## config.mk

```make
export PLATFORM = sky130hd
export DESIGN_NAME = timebase_multi
export DESIGN_NICKNAME = d
export VERILOG_FILES = /design/src/rtl/timebase_multi.sv
export SDC_FILE = /design/constraint.sdc
export NUM_CORES = 1
export LEC_CHECK = 0
export CORE_UTILIZATION = 45
export CTS_CLUSTER_SIZE = 28
export DETAILED_ROUTE_END_ITERATION = 8
export GPL_TIMING_DRIVEN = 0
export PLACE_DENSITY = 0.82
export SLEW_MARGIN = 30
export SYNTH_ARGS = -nofsm -noshare
export SYNTH_HDL_FRONTEND = slang
export SYNTH_SLANG_ARGS = --single-unit
```

## constraint.sdc

```tcl
create_clock -name clk -period 5.7 [get_ports clk]
set_input_delay 1.425 -clock clk [delete_from_list [all_inputs] [get_ports clk]]
set_output_delay 1.425 -clock clk [all_outputs]
set_load 0.01 [all_outputs]
```

## src/rtl/timebase_multi.sv

```systemverilog
// Shared-period timebase with a shadowed period, a wrap strobe and N compare channels (pulse + PWM level).
// Optional prescaler and its `prescale` port are built in when TIMEBASE_PRESCALE_EN is defined.
module timebase_multi #(
    parameter int WIDTH          = 21,
    parameter int DEFAULT_PERIOD = 2000000,
    parameter int N_CMP          = 3,
    parameter int PRESCALE_W     = 8
) (
    input  logic                   clk,
    input  logic                   reset,
    input  logic                   enable,
    input  logic                   sync_clr,
    input  logic [WIDTH-1:0]       period_in,
    input  logic                   period_wr,
    input  logic [N_CMP*WIDTH-1:0] cmp_val,
`ifdef TIMEBASE_PRESCALE_EN
    input  logic [PRESCALE_W-1:0]  prescale,
`endif
    output logic [WIDTH-1:0]       count,
    output logic                   wrap,
    output logic [N_CMP-1:0]       cmp_hit,
    output logic [N_CMP-1:0]       cmp_level,
    output logic                   period_pend
);

    localparam logic [WIDTH-1:0] DEF_PERIOD = WIDTH'(DEFAULT_PERIOD);
    localparam logic [WIDTH-1:0] MIN_PERIOD = WIDTH'(2);
    localparam logic [WIDTH-1:0] ONE        = WIDTH'(1);

    logic [WIDTH-1:0] count_reg, count_next;
    logic [WIDTH-1:0] active_period_reg, active_period_next;
    logic [WIDTH-1:0] shadow_reg, shadow_next;
    logic             pend_reg, pend_next;
    logic             wrap_reg, wrap_next;
    logic [N_CMP-1:0] hit_reg, hit_next;
    logic [N_CMP-1:0] level_reg, level_next;
    logic             advance;
    logic             moved;

`ifdef TIMEBASE_PRESCALE_EN
    logic [PRESCALE_W-1:0] presc_reg, presc_next;
    logic [PRESCALE_W-1:0] presc_lim_reg, presc_lim_next;
    logic [PRESCALE_W-1:0] presc_lim;

    // The divide ratio is latched at the start of each prescale run so mid-run changes cannot stretch it.
    always_comb begin
        presc_lim      = (presc_reg == '0) ? prescale : presc_lim_reg;
        advance        = enable && (presc_reg == presc_lim);
        presc_next     = presc_reg;
        presc_lim_next = presc_lim_reg;
        if (sync_clr) begin
            presc_next = '0;
        end else if (enable) begin
            presc_lim_next = presc_lim;
            presc_next     = advance ? '0 : presc_reg + PRESCALE_W'(1);
        end
    end

    always_ff @(posedge clk or posedge reset) begin
        if (reset) begin
            presc_reg     <= '0;
            presc_lim_reg <= '0;
        end else begin
            presc_reg     <= presc_next;
            presc_lim_reg <= presc_lim_next;
        end
    end
`else
    assign advance = enable;
`endif

    always_comb begin
        count_next         = count_reg;
        active_period_next = active_period_reg;
        shadow_next        = shadow_reg;
        pend_next          = pend_reg;
        wrap_next          = 1'b0;
        moved              = 1'b0;
        if (sync_clr) begin
            count_next = '0;
            moved      = 1'b1;
            if (pend_reg) begin
                active_period_next = shadow_reg;
            end
            pend_next = 1'b0;
        end else if (advance) begin
            moved = 1'b1;
            if (count_reg == active_period_reg - ONE) begin
                count_next = '0;
                wrap_next  = 1'b1;
                if (pend_reg) begin
                    active_period_next = shadow_reg;
                end
                pend_next = 1'b0;
            end else begin
                count_next = count_reg + ONE;
            end
        end
        // A write on the applying edge lands after the old shadow was consumed, so it waits for the next wrap.
        if (period_wr) begin
            shadow_next = (period_in < MIN_PERIOD) ? MIN_PERIOD : period_in;
            pend_next   = 1'b1;
        end
    end

    for (genvar gi = 0; gi < N_CMP; gi++) begin : g_cmp
        logic [WIDTH-1:0] cv;
        assign cv             = cmp_val[gi*WIDTH +: WIDTH];
        assign hit_next[gi]   = moved && (count_next == cv);
        assign level_next[gi] = (count_next < cv);
    end

    always_ff @(posedge clk or posedge reset) begin
        if (reset) begin
            count_reg         <= '0;
            active_period_reg <= DEF_PERIOD;
            shadow_reg        <= DEF_PERIOD;
            pend_reg          <= 1'b0;
            wrap_reg          <= 1'b0;
            hit_reg           <= '0;
            level_reg         <= '1;
        end else begin
            count_reg         <= count_next;
            active_period_reg <= active_period_next;
            shadow_reg        <= shadow_next;
            pend_reg          <= pend_next;
            wrap_reg          <= wrap_next;
            hit_reg           <= hit_next;
            level_reg         <= level_next;
        end
    end

    assign count       = count_reg;
    assign wrap        = wrap_reg;
    assign cmp_hit     = hit_reg;
    assign cmp_level   = level_reg;
    assign period_pend = pend_reg;

endmodule
```

# Word-level counts from Yosys, hierarchy flattened
# Index checks and enable logic that the tools add are counted.
[totals]
ff_bits = 71
input_bits = 89
[op_classes]
n_addsub = 2
n_lt_le_gt_ge = 4
eq_ne = 4
muxes = 17
n_reduce_logical = 9
[op_table]
columns = ["op", "count"]
rows = [
  ["two-way mux 21 bit", 8],
  ["equality test 21 bit", 4],
  ["less-than comparator 21 bit", 3],
  ["adder 21 x 1 -> 21 bit, second input constant", 1],
  ["less-than comparator 21 x 2 -> 1 bit, second input constant", 1],
  ["subtractor 21 x 1 -> 21 bit, second input constant", 1],
  ["two-way mux 1 bit", 9],
  ["nonzero test 3 bit", 2],
  ["AND reduction 2 bit", 2],
  ["nonzero test 2 bit", 2],
  ["logical AND 1 bit", 3],
]

# Longest topological paths before layout
[depth]
ltp_word = 7
mapped_depth = 19
mapped_depth_nobuf = 17

# Worst setup path before layout
# Ideal clock, no wire load.
[synth_timing]
path_kind = "input-to-reg"
start = "input enable"
end = "register level_reg[0], in the netlist cmp_level[0]"
arrival_ns = 4.401
setup_slack_ns = 1.226
path_stages = 16
path_cell_list = "clkbuf_1 -> nand3_1 -> or4_1 -> a211o_1 -> nor4_4 -> a31o_2 -> buf_2 -> nor2_1 -> ha_1 -> nor2b_1 -> o21a_1 -> o21ai_0 -> nand2b_1 -> a21oi_1 -> o221ai_1 -> a21oi_1"
[synth_via]
elab_chain_cells = 3
[synth_rtl]
columns = ["element", "line_no", "text"]
rows = [
  ["start, declared", "11", "input logic enable,"],
  ["two-way mux 21 bit", "86", "end else if (advance) begin"],
  ["two-way mux 21 bit", "79", "if (sync_clr) begin"],
  ["net count_next[1]", "30", "logic [WIDTH-1:0] count_reg, count_next;"],
  ["less-than comparator 21 bit", "110", "assign level_next[gi] = (count_next < cv);"],
  ["net level_next[0]", "36", "logic [N_CMP-1:0] level_reg, level_next;"],
  ["end signal, assigned", "129", "level_reg <= level_next;"],
  ["end, declared", "36", ""],
]
# The timed path passes the listed nets, and every way through them passes these cells.
# A chain may end at the register's enable or synchronous reset.

# Worst setup path in the final report
[layout_timing]
start = "input enable"
end = "register level_reg[2], in the netlist cmp_level[2]"
# The elaborated chain is that of the path after synthesis.

==> metrics.md <==
| Metric | Value |
|---|---|
| Die X | 111 um |
| Synthesis Warnings | 0 |
| Area Overhead vs Synth | 31.3% |
| Fill cells | 953 |
| Final net count | 826 |
| Tightest Hold Check Type | flop to flop |
| Fin crit share | between 80 and 90% |
| Core footprint | 11,500 um^2 |
| Sequential element share of the synthesized area | 33.4% |
| Remaining Overflow, GRT | 0 |
| Fmax | 211 MHz |
| First-pass GRT wire length | 23,200 um |
| Crit path capture type | flop |
| Top FF cell, synth | dfrtp_1 |
| PostCTS Resize Cnt | 0 |
| Net Count, Synth | 698 |
| Area of the multi-input gates | 3210 um^2 |
| Cell Pwr Density | around 220 nW/um^2 |
| DRC viols | 14 |
| Clk_skew | 4.48 ps |
| Seq. cell area | 1800 um^2 |
| Violated checks | DRC |
| Share of flip-flops with an asynchronous set or reset | 100% |
| Max-Cap Viols | 0 |
| WL/cell | roughly 17 um |
| Clock root buffer | clkbuf_16 |
| Largest net degree at the start of global routing | 45 |
| Setup violators final | 0 |
| RSZ-0062 raised after global routing | no |
| Post-synth EDFFs | 0 |
| CTS Hold Bufs | 0 |
| DR vias | 4,575 |
| Antenna violations before repair | 0 |
| Gpl congestion | 0.882 |
| Fin. Hold Viols | 0 |
| CTS tree | yes |
| Number of cell rows | 39 |
| Worst-margin pin slew | ~660 ps |
| DIE AREA | 12,400 um^2 |
| CP max stage delay | 420 ps |
| Share of post-route cells with drive strength above 1 | 14.2% |
| FF+latch count, synth | slightly above 70 |
| CP max FO | 10 |
| Mean post-synth cell area | between 9 and 10 um^2 |
| Netlist cell types | 59 |
| Routed vias/inst | 5.58 |
| DP HPWL | 11,300 um |
| Post-CTS setup buffers | 0 |
| Post-Syn Area | 5380 um^2 |
| Crit-path cells | clkbuf_1 > nand3_1 > or4_1 > a211o_1 > nor4_4 > a31o_2 > buf_2 > nor2_1 > ha_1 > nor2b_1 > o21a_1 > o21ai_0 > nand2b_1 > a21oi_1 > o21ai_0 > a21oi_1 |
| Post-DRT Antenna Nets | 0 |
| Die height | 111 um |
| Worst skew pair latency | 330 ps |
| I/O Buffers | 116 |
| Slew headroom | 55.8% |
| CP max-delay cell | or4_1 |
| Global Route Usage Sum | 23.4% |
| First-iteration detailed-routing DRC count | ~270 |
| CP Data Required Time | 5960 ps |
| Clk sink count | 71 |
| Final hold slack | 500 ps |
| Critical setup path kind | primary input to flop |
| TNS Setup | 0 ps |
| Final slew viol count | 0 |
| Ports | 118 |
| Max rail drop VDD | 132 uV |
| CP Launch Type | primary input |
| Routed WL | 14,000 um |
| Vias in the first global route | 4,869 |
| CTS Buffer Depth | 2 |
| Post-Synthesis Cells | between 500 and 600 |
| P_leak | between 3 and 4 nW |
| Cts bufs inserted | 9 |
| Number of diodes | 0 |
| Initial cell density of the core | a little under half |
| Crit path DAT | approximately 5000 ps |
| H-tree depth | 3 |
| DR pass1 iterations | 6 |
| Tmin final | 4740 ps |
| Run status | finished, violations left |
| Clock transition at path regs | about 60 ps |
-- worst max-delay path: cells and delay by family --
kind                     cells  cell delay [ps]
AND/OR/NAND/NOR              6             1310
buffers and inverters        2              540
adder cells (fa/ha/maj)      1              300
AO/OA/AOI/OAI                7             1410
-- synth_stat cells, types with 2 or more instances --
library cell	instances	share of area (%)
xnor2_1	21	3.4
o221ai_1	3	0.49
a21oi_1	24	2.2
a31oi_1	2	0.23
or2_2	5	0.58
nand2_1	13	0.91
nor4_1	16	1.9
or3_2	2	0.28
ha_1	65	15
or3_1	3	0.35
mux2_4	19	5.3
nor3_1	6	0.56
dfstp_2	17	8.3
and3_1	13	1.5
nand3_1	11	1.0
inv_1	72	5.0
mux2i_1	5	0.93
a2111oi_0	2	0.33
buf_6	3	0.63
mux2_2	20	4.2
nor2_1	35	2.4
and4_1	2	0.33
o21a_1	4	0.56
clkbuf_1	5	0.35
and2_1	2	0.23
dfrtp_1	54	25
xor2_1	22	3.6
nand4_1	18	2.1
or4_1	5	0.70
buf_2	4	0.37
nand2b_1	4	0.47
a21o_1	25	3.5
nor2b_1	4	0.47
nand4b_1	2	0.33
o21ai_0	12	1.1
-- cells in the final DEF, fill, tap and decap left out, drive strengths merged, types with 2 or more instances in the layout --
master and n:
or4 5, xnor2 21, ha 65, nand4b 2, inv 72, o21a 4
and4 2, or3 6, nand2 13, nor4 17, nand4 18, mux2 39
nand2b 4, nor2b 4, and3 13, o221ai 4, or2 5, clkbuf 20
a31oi 2, dfstp 17, dfrtp 54, xor2 22, o21ai 12, nor3 6
nand3 11, nor2 35, a2111oi 2, bufinv 2, buf 8, a21o 25
and2 2, clkdlybuf4s50 117, mux2i 5, a21oi 25
-- kinds of logic after synthesis --
kind of cell | count (synthesis) | synth area share [%]
and+or+nand+nor | 148 | 15.6
buffers and inverters | 87 | 6.93
AOI/OAI and AO/OA | 85 | 11.0
DFF | 71 | 33.4
adders and majority gates | 65 | 15.1
xor gates and xnor gates | 44 | 7.45
muxes | 44 | 10.4
-- metal layers --
metal | vias up | wire [um] | GRT usage, % | part of all wire (%)
li1 | 2191 | - | - | -
met5 | - | 0 | 0 | 0
met4 | 0 | 210 | 6.76 | 1.5
met3 | 18 | 829 | 5.08 | 5.9
met2 | 140 | 7020 | 41.0 | 50
met1 | 2226 | 5920 | 28.9 | 42
-- cell type report --
| cell class | count | share of cell area (%) |
|---|---|---|
| Clock inverter | 3 | 0.957 |
| Multi-Input combinational cell | 386 | 45.4 |
| Inverter | 72 | 3.87 |
| Tap cell | 143 | 2.54 |
| Clock buffer | 13 | 3.55 |
| Timing Repair Buffer | 117 | 16.7 |
| Sequential cell | 71 | 25.5 |
| Buffer | 15 | 1.45 |
-- through the flow --
| step | cells | instance area (um^2) | utilization (%) | power, mW | setup WS (ps) |
|---|---|---|---|---|---|
| detailed placement | 804 | 6740 | 58.5 | 0.974 | 671 |
| global placement | 803 | 6720 | 58.3 | 0.953 | 740 |
| finish | 820 | 7060 | 61.3 | 1.57 | 961 |
| CTS | 820 | 7060 | 61.3 | 1.58 | 971 |
| floorplan | 544 | 5380 | - | 0.836 | 1230 |
| global route | 820 | 7060 | 61.3 | 1.64 | 710 |
-- where the power goes --
part	internal [mW]	switching (mW)
Combinational	0.198	0.154
Sequential	0.563	0.0562
Clock	0.395	0.206
Total	1.16	0.417
-- worst paths after layout --
check                      slack [ps]                             start  depth (start not counted)                                to
setup / recovery                  960                            enable                         16            cmp_level[2]$_DFF_PP1_
hold / removal                    500         shadow_reg[3]$_DFFE_PP0P_                          1  active_period_reg[3]$_DFFE_PP0P_
setup reg to reg                 1010  active_period_reg[0]$_DFFE_PP0P_                         19            cmp_level[2]$_DFF_PP1_
hold reg to reg                   500         shadow_reg[3]$_DFFE_PP0P_                          1  active_period_reg[3]$_DFFE_PP0P_
max in group asynchronous        3660                             reset                          3        shadow_reg[19]$_DFFE_PP1P_
min in group asynchronous        1430                             reset                          2         shadow_reg[4]$_DFFE_PP0P_
Power figures use the tool's default switching activity.
